<file path="src/rtl/snax_simbacore_csr_arb_pkg.sv">
// Shared types and constants for the SimbaCore CSR request arbiter and its ID FIFO.
package snax_simbacore_csr_arb_pkg;

    localparam int unsigned CsrDataW = 32;

    typedef enum logic {
        FREE   = 1'b0,
        LOCKED = 1'b1
    } arb_state_e;

    typedef struct packed {
        logic [CsrDataW-1:0] data;
        logic [CsrDataW-1:0] addr;
        logic                write;
    } csr_req_t;

endpackage

</file>
<file path="src/rtl/snax_simbacore_csr_id_fifo.sv">
// In-order FIFO holding the requester ID of every read still waiting for its response.
module snax_simbacore_csr_id_fifo #(
    parameter int unsigned Depth = 4,
    parameter int unsigned Width = 1
) (
    input  logic             clk_i,
    input  logic             rst_ni,
    input  logic             push_i,
    input  logic [Width-1:0] data_i,
    input  logic             pop_i,
    output logic [Width-1:0] data_o,
    output logic             full_o,
    output logic             empty_o
);

    localparam int unsigned PtrW = $clog2(Depth);

    logic [Width-1:0] mem [Depth];
    logic [PtrW-1:0]  wr_ptr;
    logic [PtrW-1:0]  rd_ptr;
    logic [PtrW:0]    count;
    logic             do_push;
    logic             do_pop;

    assign full_o  = (count == (PtrW+1)'(Depth));
    assign empty_o = (count == '0);
    assign do_push = push_i && !full_o;
    assign do_pop  = pop_i && !empty_o;
    assign data_o  = mem[rd_ptr];

    // NOTE: non-blocking assignments so every flop samples pre-edge values regardless of block order.
    always_ff @(posedge clk_i or negedge rst_ni) begin
        if (!rst_ni) begin
            wr_ptr <= '0;
            rd_ptr <= '0;
            count  <= '0;
        end else begin
            if (do_push) wr_ptr <= wr_ptr + PtrW'(1);
            if (do_pop)  rd_ptr <= rd_ptr + PtrW'(1);
            if (do_push && !do_pop) begin
                count <= count + (PtrW+1)'(1);
            end else if (!do_push && do_pop) begin
                count <= count - (PtrW+1)'(1);
            end
        end
    end

    // NOTE: storage has no reset; an entry is only read after being written, and count/pointers are reset.
    always_ff @(posedge clk_i) begin
        if (do_push) mem[wr_ptr] <= data_i;
    end

endmodule

</file>
<file path="src/rtl/snax_simbacore_csr_arbiter.sv">
// Round-robin arbiter sharing one SimbaCore CSR port among NumReq requesters, with in-order read routing.
// Define SNAX_SIMBACORE_CSR_ARB_PERF_EN to add the saturating stall counter output stall_cnt_o.
module snax_simbacore_csr_arbiter
    import snax_simbacore_csr_arb_pkg::*;
#(
    parameter int unsigned NumReq         = 2,
    parameter int unsigned MaxOutstanding = 4
) (
    input  logic                               clk_i,
    input  logic                               rst_ni,
    input  logic [NumReq-1:0][CsrDataW-1:0]    req_data_i,
    input  logic [NumReq-1:0][CsrDataW-1:0]    req_addr_i,
    input  logic [NumReq-1:0]                  req_write_i,
    input  logic [NumReq-1:0]                  req_valid_i,
    output logic [NumReq-1:0]                  req_ready_o,
    output logic [NumReq-1:0][CsrDataW-1:0]    rsp_data_o,
    output logic [NumReq-1:0]                  rsp_valid_o,
    input  logic [NumReq-1:0]                  rsp_ready_i,
    output logic [CsrDataW-1:0]                csr_req_data_o,
    output logic [CsrDataW-1:0]                csr_req_addr_o,
    output logic                               csr_req_write_o,
    output logic                               csr_req_valid_o,
    input  logic                               csr_req_ready_i,
    input  logic [CsrDataW-1:0]                csr_rsp_data_i,
    input  logic                               csr_rsp_valid_i,
    output logic                               csr_rsp_ready_o
`ifdef SNAX_SIMBACORE_CSR_ARB_PERF_EN
    ,
    output logic [31:0]                        stall_cnt_o
`endif
);

    localparam int unsigned IdW = $clog2(NumReq);

    arb_state_e        state_q;
    logic [IdW-1:0]    lock_id_q;
    logic [IdW-1:0]    rr_ptr_q;
    logic [IdW-1:0]    rr_id;
    logic [IdW-1:0]    grant_id;
    logic [IdW-1:0]    next_ptr;
    logic [IdW-1:0]    fifo_head;
    logic [IdW-1:0]    head_id;
    logic [IdW:0]      idx;
    logic [NumReq-1:0] eligible;
    logic              rr_found;
    logic              handshake;
    logic              fifo_full;
    logic              fifo_empty;
    csr_req_t          winner;

    // NOTE: every always_comb assigns defaults first so no path can leave a latch behind.
    always_comb begin
        eligible = '0;
        for (int unsigned i = 0; i < NumReq; i++) begin
            eligible[i] = req_valid_i[i] && (req_write_i[i] || !fifo_full);
        end
    end

    // Walk the requesters starting at the pointer; the sum stays below 2*NumReq, so one subtraction wraps it.
    always_comb begin
        rr_found = 1'b0;
        rr_id    = rr_ptr_q;
        idx      = '0;
        for (int unsigned k = 0; k < NumReq; k++) begin
            idx = {1'b0, rr_ptr_q} + (IdW+1)'(k);
            if (idx >= (IdW+1)'(NumReq)) idx = idx - (IdW+1)'(NumReq);
            if (!rr_found && eligible[idx[IdW-1:0]]) begin
                rr_found = 1'b1;
                rr_id    = idx[IdW-1:0];
            end
        end
    end

    assign grant_id        = (state_q == LOCKED) ? lock_id_q : rr_id;
    assign csr_req_valid_o = (state_q == LOCKED) ? req_valid_i[lock_id_q] : rr_found;
    assign handshake       = csr_req_valid_o && csr_req_ready_i;
    assign next_ptr        = (grant_id == IdW'(NumReq - 1)) ? '0 : grant_id + IdW'(1);

    always_comb begin
        winner = '0;
        if (csr_req_valid_o) begin
            winner.data  = req_data_i[grant_id];
            winner.addr  = req_addr_i[grant_id];
            winner.write = req_write_i[grant_id];
        end
    end

    assign csr_req_data_o  = winner.data;
    assign csr_req_addr_o  = winner.addr;
    assign csr_req_write_o = winner.write;

    always_comb begin
        req_ready_o           = '0;
        req_ready_o[grant_id] = handshake;
    end

    always_ff @(posedge clk_i or negedge rst_ni) begin
        if (!rst_ni) begin
            state_q   <= FREE;
            lock_id_q <= '0;
            rr_ptr_q  <= '0;
        end else begin
            case (state_q)
                FREE: begin
                    if (csr_req_valid_o && !csr_req_ready_i) begin
                        state_q   <= LOCKED;
                        lock_id_q <= grant_id;
                    end
                end
                LOCKED: begin
                    if (csr_req_ready_i) state_q <= FREE;
                end
                default: state_q <= FREE;
            endcase
            if (handshake) rr_ptr_q <= next_ptr;
        end
    end

    snax_simbacore_csr_id_fifo #(
        .Depth (MaxOutstanding),
        .Width (IdW)
    ) i_id_fifo (
        .clk_i   (clk_i),
        .rst_ni  (rst_ni),
        .push_i  (handshake && !csr_req_write_o),
        .data_i  (grant_id),
        .pop_i   (csr_rsp_valid_i && csr_rsp_ready_o),
        .data_o  (fifo_head),
        .full_o  (fifo_full),
        .empty_o (fifo_empty)
    );

    assign head_id = fifo_empty ? '0 : fifo_head;

    // With nothing outstanding a stray response is accepted and dropped rather than wedging the manager.
    assign csr_rsp_ready_o = fifo_empty ? csr_rsp_valid_i : rsp_ready_i[head_id];
    assign rsp_data_o      = {NumReq{csr_rsp_data_i}};

    always_comb begin
        rsp_valid_o          = '0;
        rsp_valid_o[head_id] = csr_rsp_valid_i && !fifo_empty;
    end

`ifdef SNAX_SIMBACORE_CSR_ARB_PERF_EN
    logic stall;
    assign stall = |(req_valid_i & ~req_ready_o);

    always_ff @(posedge clk_i or negedge rst_ni) begin
        if (!rst_ni) begin
            stall_cnt_o <= '0;
        end else if (stall && (stall_cnt_o != '1)) begin
            stall_cnt_o <= stall_cnt_o + 32'd1;
        end
    end
`endif

    a_lock_held: assert property (@(posedge clk_i) disable iff (!rst_ni)
        (state_q == LOCKED) |-> req_valid_i[lock_id_q]);

    a_rsp_owner: assert property (@(posedge clk_i) disable iff (!rst_ni)
        csr_rsp_valid_i |-> !fifo_empty);

endmodule
</file>
<file path="config.mk">
export PLATFORM = sky130hd
export DESIGN_NAME = snax_simbacore_csr_arbiter
export DESIGN_NICKNAME = d
export VERILOG_FILES = /design/src/rtl/snax_simbacore_csr_arb_pkg.sv /design/src/rtl/snax_simbacore_csr_id_fifo.sv /design/src/rtl/snax_simbacore_csr_arbiter.sv
export SDC_FILE = /design/constraint.sdc
export NUM_CORES = 1
export LEC_CHECK = 0
export CAP_MARGIN = 25
export CORE_AREA = 2 2 118 120
export CTS_CLUSTER_SIZE = 20
export DETAILED_ROUTE_END_ITERATION = 8
export DIE_AREA = 0 0 120 122
export HOLD_SLACK_MARGIN = 0.02
export SLEW_MARGIN = 20
export SYNTH_ARGS = -nofsm -noshare
export SYNTH_HDL_FRONTEND = slang
export SYNTH_HIERARCHICAL = 1
export SYNTH_SLANG_ARGS = --single-unit
</file>
<file path="constraint.sdc">
create_clock -name clk_i -period 5.8 [get_ports clk_i]
set_clock_uncertainty 0.2 [all_clocks]
set_input_delay 1.16 -clock clk_i [delete_from_list [all_inputs] [get_ports clk_i]]
set_output_delay 1.16 -clock clk_i [all_outputs]
set_load 0.01 [all_outputs]
</file>
Word-level counts from Yosys, hierarchy flattened
Memories as Yosys holds them, arrays and structs flattened.
Index checks and enable logic that the tools add are counted.

operators by class
  multiplexer cells = 37
  equal/unequal tests = 1
  order comparisons = 9
  bitwise gates (word level) = 3
  reduce and logical (&&, ||, !) cells = 26
  $add $sub $neg = 8

operator list
  cell                                                  count
  two-way mux 32 bit                                    4
  two-way mux 65 bit                                    1
  two-way mux 1 bit                                     27
  logical AND 1 bit                                     14
  < comparator 1 x 2 -> 1 bit (second input constant)   5
  zero test 1 bit                                       7
  two-way mux 3 bit                                     2
  adder 2 x 1 -> 2 bit (second input constant)          2
  AND 2 bit                                             2
  adder 3 x 1 -> 3 bit (second input constant)          1
  equality test 3 bit (second input constant)           1
  zero test 3 bit                                       1
  subtractor 3 x 1 -> 3 bit (second input constant)     1
  adder 1 x 1 -> 2 bit (second input constant)          1
  demux 1 bit (select 1 bit)                            2
  >= comparator 1 bit (second input constant)           2
  >= comparator 1 x 2 -> 1 bit (second input constant)  1
  >= comparator 2 bit (second input constant)           1
  logical OR 1 bit                                      2
  one-hot mux 1 bit (2 select lines)                    1
  AND reduction 2 bit                                   1
  nonzero test 2 bit                                    1
  subtractor 1 bit (second input constant)              2
  adder 1 bit (second input constant)                   1
  inverter 1 bit                                        1

word-level totals
  flip-flop bits (word level) = 10
  bits of input ports = 170
  memories = 1
  output and inout bits = 135
  logic and storage cells = 91
  RAM bits = 4

memories
  name           words  bits a word  read ports  clocked after memory_dff  write ports  RTL line                          RTL
  i_id_fifo.mem  4      1            1           0                         1            snax_simbacore_csr_id_fifo.sv:18  logic [Width-1:0] mem [Depth];

Logic depth before layout (Yosys ltp)
Gate-level depths: netlist of run 1.

  depth after elaboration = 21
  mapped depth = 15
  mapped depth without buffers = 12

By module
Netlist of run 1, hierarchy kept.

modules (own cells, without submodules)
  module                      area an instance (sq um)  instances  cells each  sequential area each (sq um)
  snax_simbacore_csr_arbiter  2371.0                    1          336         75.1
  snax_simbacore_csr_id_fifo  568.0                     1          41          295.3

Least setup slack after synthesis of run 1
Ideal clock, no wire load.

  path type = input port to flip-flop
  from = in req_write_i[1]
  to = reg i_id_fifo.count[2]
  required time = 5.521 ns
  path buffers = 3
  slack = 2.053 ns
  cell stages on the path = 14
  library setup time = 0.079 ns
  data arrival time = 3.468 ns
  path through = nand2b_1 > a32o_1 > nor3_2 > buf_6 > buf_6 > mux2i_1 > nor2b_1 > buf_6 > ha_1 > inv_1 > fa_1 > xor2_1 > nor2_1 > xor2_1

between the ends
  word-level cells in the longest chain between the ends = 18
  elaborated cells between the ends (all ways) = 26
  classes of those cells = mux (14); reduce/logical (12)

ends and longest elaborated chain
  element                                               RTL line                           RTL
  from (decl)                                           snax_simbacore_csr_arbiter.sv:13   input logic [NumReq-1:0] req_write_i,
  logical OR 1 bit                                      snax_simbacore_csr_arbiter.sv:55   eligible[i] = req_valid_i[i] && (req_write_i[i] || !fifo_full);
  logical AND 1 bit                                     snax_simbacore_csr_arbiter.sv:55
  two-way mux 1 bit (not written as such) (2 in a row)  snax_simbacore_csr_arbiter.sv:67   if (!rr_found && eligible[idx[IdW-1:0]]) begin
  two-way mux 1 bit                                     snax_simbacore_csr_arbiter.sv:67
  zero test 1 bit                                       snax_simbacore_csr_arbiter.sv:67
  logical AND 1 bit                                     snax_simbacore_csr_arbiter.sv:67
  two-way mux 1 bit                                     snax_simbacore_csr_arbiter.sv:67
  two-way mux 1 bit                                     snax_simbacore_csr_arbiter.sv:74   assign grant_id = (state_q == LOCKED) ? lock_id_q : rr_id;
  two-way mux 1 bit (not written as such) (2 in a row)  snax_simbacore_csr_arbiter.sv:84   winner.write = req_write_i[grant_id];
  two-way mux 65 bit                                    snax_simbacore_csr_arbiter.sv:81   if (csr_req_valid_o) begin
  zero test 1 bit                                       snax_simbacore_csr_arbiter.sv:125  .push_i (handshake && !csr_req_write_o),
  logical AND 1 bit (*)                                 snax_simbacore_csr_arbiter.sv:125
  logical AND 1 bit (*)                                 snax_simbacore_csr_id_fifo.sv:27   assign do_push = push_i && !full_o;
  net i_id_fifo.do_push                                 snax_simbacore_csr_id_fifo.sv:22   logic do_push;
  zero test 1 bit                                       snax_simbacore_csr_id_fifo.sv:42   end else if (!do_push && do_pop) begin
  logical AND 1 bit                                     snax_simbacore_csr_id_fifo.sv:42
  nonzero test 2 bit (no line)                          --
  to (signal assigned)                                  snax_simbacore_csr_id_fifo.sv:41   count <= count + (PtrW+1)'(1);
  to (signal assigned)                                  snax_simbacore_csr_id_fifo.sv:43   count <= count - (PtrW+1)'(1);
  to (decl)                                             snax_simbacore_csr_id_fifo.sv:21   logic [PtrW:0] count;

The timed path passes the listed nets; every way through them passes the cells marked *. The select of a mux whose other input is x is not followed.
A chain may end at the register's enable or synchronous reset.

Worst setup path in the final report of run 1
  from = in req_valid_i[1]
  to = out csr_req_data_o[28]

between the ends
  word-level cells in the longest chain between the ends = 11
  elaborated cells between the ends (all ways) = 18
  classes of those cells = mux (15); reduce/logical (3)

ends and longest elaborated chain
  element                                                RTL line                          RTL
  from (decl)                                            snax_simbacore_csr_arbiter.sv:14  input logic [NumReq-1:0] req_valid_i,
  logical AND 1 bit                                      snax_simbacore_csr_arbiter.sv:55
  two-way mux 1 bit (not written as such) (2 in a row)   snax_simbacore_csr_arbiter.sv:67
  two-way mux 1 bit                                      snax_simbacore_csr_arbiter.sv:67
  zero test 1 bit                                        snax_simbacore_csr_arbiter.sv:67
  logical AND 1 bit                                      snax_simbacore_csr_arbiter.sv:67
  two-way mux 1 bit                                      snax_simbacore_csr_arbiter.sv:67
  two-way mux 1 bit                                      snax_simbacore_csr_arbiter.sv:74
  two-way mux 32 bit (not written as such) (2 in a row)  snax_simbacore_csr_arbiter.sv:82  winner.data = req_data_i[grant_id];
  two-way mux 65 bit (*)                                 snax_simbacore_csr_arbiter.sv:81
  to (decl)                                              snax_simbacore_csr_arbiter.sv:19  output logic [CsrDataW-1:0] csr_req_data_o,

Mark *: on every way between the ends. The rest lies on a longest branch, timed or not. The select of a mux whose other input is x is not followed.

==> results of run 1 <==
-- state kept, by name (all words and copies together), names as in the netlist --
signal and cells:
i_id_fifo/mem 4, i_id_fifo/count 3, i_id_fifo/rd_ptr 2, i_id_fifo/wr_ptr 2
lock_id_q 1, rr_ptr_q 1, state_q 1
-- per-layer routing --
layer / GRT usage / up-vias / wire length (um)
met5: 0 / - / 0
met4: 0.0338 / 0 / 281
met3: 0.0239 / 33 / 513
met2: 0.243 / 113 / 5520
met1: 0.142 / 1394 / 3960
li1: - / 1507 / -
-- worst paths after layout --
kind                                            end                 from  depth (start not counted)  slack (ps)
max in group asynchronous       i_id_fifo/wr_ptr[0]               rst_ni                          1        4030
worst min register to register  i_id_fifo/rd_ptr[1]  i_id_fifo/rd_ptr[1]                          1         280
worst min-delay path            i_id_fifo/rd_ptr[1]  i_id_fifo/rd_ptr[1]                          1         280
worst max-delay path             csr_req_data_o[28]       req_valid_i[1]                          7         770
worst max register to register   i_id_fifo/count[2]   i_id_fifo/count[0]                         13        1670
min in group asynchronous       i_id_fifo/rd_ptr[0]               rst_ni                          1        1050
-- through the flow --
| step | total power [mW] | setup WS [ps] | hold slack [ps] |
|---|---|---|---|
| floorplan | 0.923 | 2050 | 245 |
| finish | 1.52 | 766 | 280 |
| global placement | 1.36 | 839 | 266 |
| CTS | 1.53 | 783 | 283 |
| global route | 1.62 | 611 | 322 |
| detailed placement | 1.38 | 786 | 274 |
-- area by class of cell --
cell class	instances	area share
clock buffer	4	0.0189
tap	180	0.0479
inverter	8	0.00639
multi-input combinational	254	0.389
timing repair buffer	213	0.459
sequential	14	0.0788
-- Yosys cell counts (all sizes together) (3+ instances only) --
cell      n
mux2      3
buf      88
nor2b     6
nand2     3
xnor2     4
nand2b    3
and2      4
o21ai   133
mux2i    66
nor2      5
dfrtp    10
edfxtp    4
inv       8
ha        5
clkbuf   13
-- logic make-up after synthesis --
logic type / share of synthesized area
buffers and inverters: 0.258
flip-flops: 0.126
XOR/XNOR: 0.0179
AO/OA/AOI/OAI: 0.263
AND/OR/NAND/NOR: 0.0605
adder cells (fa/ha/maj): 0.0281
multiplexers: 0.246
-- critical path: cells and delay by family --
family,cells,cell delay [ps]
AOI/OAI and AO/OA,2,650
buffers and inverters,3,1410
muxes,1,180
and+or+nand+nor,1,240
-- power by group --
part	internal [mW]	switching, mW
Clock	0.104	0.0375
Sequential	0.143	0.0401
Combinational	0.644	0.546
Total	0.892	0.624
==> flow_metrics.env, run 1 <==
export IMPL_status="finished clean"
export IMPL_crit_type="in2out"
export IMPL_drt_iter0_drc=149
export IMPL_dpl_cell_area_mm2=0.00461
export IMPL_htreeDepth=1
export IMPL_clock_latency_ps=240
export IMPL_irDropWorstVdd_v=0.000194
export IMPL_antenna_found_initial=0
export IMPL_rsz0062_at_grt="no"
export IMPL_critPathMaxStageDelay_ps=570
export IMPL_crit_fanout=61
export IMPL_grt_pass1_vias=2979
export IMPL_syn2layout_area_growth_pct=59.9
export IMPL_multi_input_area_mm2=0.00183
export IMPL_dp_hpwl_um=7990
export IMPL_fin_tns_setup_ps=0
export IMPL_synth_seq_area_share=0.126
export IMPL_grt_usage=0.127
export IMPL_wl_per_cell_um=15.3
export IMPL_grt_pass1_wl_um=15200
export IMPL_synth_area_leaders="mux2i_1, buf_4, o21ai_0, dfrtp_1, o21ai_1"
export IMPL_cts_resized=0
export IMPL_worst_slew_pin_slew_ps=562
export IMPL_start_util=0.218
export IMPL_dieArea_mm2=0.0146
export IMPL_cts_setup_buffers=0
export IMPL_power_density_mw_per_mm2=322
export IMPL_placeableCoreArea_mm2=0.0135
export IMPL_synth_seq_cells=14
export IMPL_layout_common_cells="clkdlybuf4s50_1, o21ai_0, mux2i_1"
export IMPL_synth_enable_flop_cells=4
export IMPL_nFillCells=1404
export IMPL_cts_sinks=14
export IMPL_regArea_um2=370
export IMPL_drt_drc_violations_left=0
export IMPL_yosysWarnings=6
export IMPL_rows=43
export IMPL_cpMaxStageDelayCell="clkdlybuf4s50_1"
export IMPL_final_max_slew_viol_count=0
export IMPL_dp_cells=669
export IMPL_finalWirelength_um=10300
export IMPL_hold_path_class="reg2reg"
export IMPL_first_pass_iters=4
export IMPL_antenna_left=0
export IMPL_drv_cap=0
export IMPL_io_buffers=208
export IMPL_crit_chain="clkdlybuf4s50_1 > nor2b_1 > a32o_4 > buf_4 > o21ai_0 > mux2i_1 > clkdlybuf4s50_1"
export IMPL_numCtsBuffers=3
export IMPL_ys_flop_type="dfrtp_1"
export IMPL_final_hold_viol_count=0
export IMPL_postCtsHoldBufs=0
export IMPL_cp_required_ps=4440
export IMPL_cts_max_path_buffers=2
export IMPL_arrival_ps=3670
export IMPL_fmax_mhz=199
export IMPL_final_cell_area_mm2=0.00470
export IMPL_synth_cell_type_count=41
export IMPL_grt_overflow=0
export IMPL_clk_pin_slew_worst_paths_ps=40
export IMPL_vias_per_cell=4.53
export IMPL_synth_top_area_share=0.225
export IMPL_instances_no_fill=673
export IMPL_diodes=0
export IMPL_ys_async_sr_fraction=0.714
export IMPL_synth_nets=553
export IMPL_fp_dieH_um=122
export IMPL_grt_max_degree=135
export IMPL_cp_end_kind="output pin"
export IMPL_power_leakage_nw=1.79
export IMPL_fp_dieW_um=120
export IMPL_final_core_util=0.348
export IMPL_min_period_ps=5030
export IMPL_period_share=0.868
export IMPL_syn_avg_cell_area_um2=7.80
export IMPL_synth_top_cell_by_area="mux2i_1"
export IMPL_max_slew_margin_rel=0.626
export IMPL_layout_nets=670
export IMPL_final_common_cell="clkdlybuf4s50_1"
export IMPL_tritoncts="done"
export IMPL_synthCells=377
export IMPL_cpMostUsedCell="clkdlybuf4s50_1"
export IMPL_cts_root_buf="clkbuf_16"
export IMPL_ios=305
export IMPL_start_kind="input port"
export IMPL_place_gp_congestion=0.813
export IMPL_num_vias=3047
export IMPL_setup_viol=0
export IMPL_syn_area_mm2=0.00294
export IMPL_drive_gt1_frac=0.0426
(Power assumes the default switching activity.)
==> run 2, diff against run 1 <==
- PLACE_DENSITY: default -> 0.67
- SKIP_LAST_GASP: default -> 1
- SLEW_MARGIN: 20 -> default
- clock period: 5.8 -> 4.24 ns (I/O delays scaled with it)
==> run 2 against run 1 <==
Global-route usage shrank 0.43 points. Flip-flop and latch count is the same. Wire length grew 0.63%. Combinational power grew 48%. Largest power group unchanged.
==> flow_metrics.env, run 2 (same netlist as run 1, synthesis figures left out) <==
export IMPL_placeableCoreArea_mm2=0.0135
export IMPL_multi_input_area_mm2=0.00184
export IMPL_crit_type="in2out"
export IMPL_drt_drc_violations_left=0
export IMPL_syn2layout_area_growth_pct=68.2
export IMPL_dp_cells=680
export IMPL_final_hold_viol_count=0
export IMPL_grt_max_degree=86
export IMPL_layout_common_cells="clkdlybuf4s50_1, o21ai_0, mux2i_1"
export IMPL_cpMostUsedCell="clkdlybuf4s50_1"
export IMPL_start_kind="input port"
export IMPL_instances_no_fill=689
export IMPL_grt_pass1_vias=3011
export IMPL_largest_reg_flops=4
export IMPL_power_density_mw_per_mm2=446
export IMPL_drv_cap=0
export IMPL_drt_iter0_drc=95
export IMPL_cp_end_kind="output pin"
export IMPL_cts_sinks=14
export IMPL_path_depth=8
export IMPL_nFillCells=1358
export IMPL_rsz0062_at_grt="yes"
export IMPL_ios=305
export IMPL_total_power_mw=2.21
export IMPL_num_vias=3128
export IMPL_regArea_um2=370
export IMPL_reg2regPathDepth=14
export IMPL_reg_top3="i_id_fifo/mem x4, i_id_fifo/count x3"
export IMPL_final_common_cell="clkdlybuf4s50_1"
export IMPL_max_slew_margin_rel=0.682
export IMPL_dieArea_mm2=0.0146
export IMPL_cts_root_buf="clkbuf_16"
export IMPL_crit_fanout=13
export IMPL_min_period_ps=4210
export IMPL_fin_ws_ps=27.7
export IMPL_setup_viol=0
export IMPL_fmax_mhz=237
export IMPL_clk_pin_slew_worst_paths_ps=40
export IMPL_cp_required_ps=3190
export IMPL_numCtsBuffers=3
export IMPL_tritoncts="done"
export IMPL_grt_pass1_wl_um=14800
export IMPL_max_flop_register="i_id_fifo/mem"
export IMPL_grt_overflow=0
export IMPL_dp_hpwl_um=7910
export IMPL_clock_latency_ps=240
export IMPL_crit_chain="clkdlybuf4s50_1 > nor2b_1 > a32o_1 > nor3_4 > buf_4 > buf_12 > mux2i_2 > clkdlybuf4s50_1"
export IMPL_path_delay_family="buffers and inverters"
export IMPL_first_pass_iters=4
export IMPL_power_leakage_nw=2.05
export IMPL_start_util=0.218
export IMPL_grt_usage=0.122
export IMPL_drive_gt1_frac=0.0766
export IMPL_antenna_left=0
export IMPL_place_gp_congestion=0.722
export IMPL_antenna_found_initial=1
export IMPL_vias_per_cell=4.54
export IMPL_period_share=0.993
export IMPL_fp_dieW_um=120
export IMPL_hold_depth=1
export IMPL_rows=43
export IMPL_irDropWorstVdd_v=0.000146
export IMPL_wl_per_cell_um=15.0
export IMPL_place_ws_ps=-72.8
export IMPL_htreeDepth=1
export IMPL_arrival_ps=3160
export IMPL_critPathMaxStageDelay_ps=580
export IMPL_holdWs_ps=290
export IMPL_fp_dieH_um=122
export IMPL_diodes=0
export IMPL_status="finished clean"
export IMPL_final_max_slew_viol_count=0
export IMPL_finalWirelength_um=10300
export IMPL_io_buffers=208
export IMPL_critPathBufInv=4
export IMPL_layout_nets=686
export IMPL_cpMaxStageDelayCell="clkdlybuf4s50_1"
export IMPL_cts_max_path_buffers=2
export IMPL_hold_path_class="reg2reg"
export IMPL_worst_slew_pin_slew_ps=475
[run 2: cell types whose count changed in the layout (fill, tap and decap cells not counted), sizes merged]
cell and delta:
buf +14, clkdlybuf4s50 -13, dlymetal6s2s +12, clkbuf +2, dlygate4sd2 +1
[run 2: final timing paths]
check                                   start                   to  slack [ps]
max                            req_valid_i[1]   csr_req_data_o[25]          30
min                        i_id_fifo/count[2]   i_id_fifo/count[2]         290
max reg2reg                i_id_fifo/count[0]   i_id_fifo/count[2]         590
min reg2reg                i_id_fifo/count[2]   i_id_fifo/count[2]         290
max in group asynchronous              rst_ni   i_id_fifo/count[0]        2780
min in group asynchronous              rst_ni  i_id_fifo/rd_ptr[1]         730
[run 2: layer usage]
metal / global-route usage / routed length [um]
met3: 0.0435 / 963
met1: 0.137 / 4060
met2: 0.216 / 5140
met4: 0.0390 / 167
met5: 0 / 13
[run 2: stage by stage]
stage / utilization / setup TNS [ps] / cell area (um2)
2_1_floorplan: - / 0 / 2940
3_3_place_gp: 0.351 / -671 / 4740
3_5_place_dp: 0.351 / -941 / 4740
4_1_cts: 0.358 / -7.35 / 4830
5_1_grt: 0.366 / -122 / 4940
6_report: 0.366 / 0 / 4940
[run 2: worst reg2reg max path, cell delays in order, from the launching register on]
cell	delay [ps]
dfrtp_1	440
nor3b_2	420
nor2b_1	290
a2111oi_4	100
nor3_4	280
buf_6	180
buf_12	150
mux2i_1	180
nor2b_1	210
ha_1	220
inv_1	70
fa_1	430
xor2_1	150
nor2_1	100
xor2_1	150
[run 2: layout make-up]
cell class | instances | share of cell area
Multi-Input combinational cell | 254 | 0.371
Tap cell | 180 | 0.0456
Clock buffer | 4 | 0.0180
Inverter | 8 | 0.00607
Timing Repair Buffer | 229 | 0.484
Sequential cell | 14 | 0.0749
[run 2: repair_timing]
item,CTS,global route
setup buffers,0,3
hold buffers,0,0
pin swaps,0,1
setup endpoints to repair,34,52
gates cloned,0,2
endpoints found under the hold margin,0,0
gates resized for setup,2,17
[run 2: power breakdown]
group	switching (mW)	total, mW	internal, mW
Clock	0.0506	0.193	0.142
Combinational	0.777	1.76	0.984
Sequential	0.0563	0.252	0.196
Total	0.884	2.21	1.32
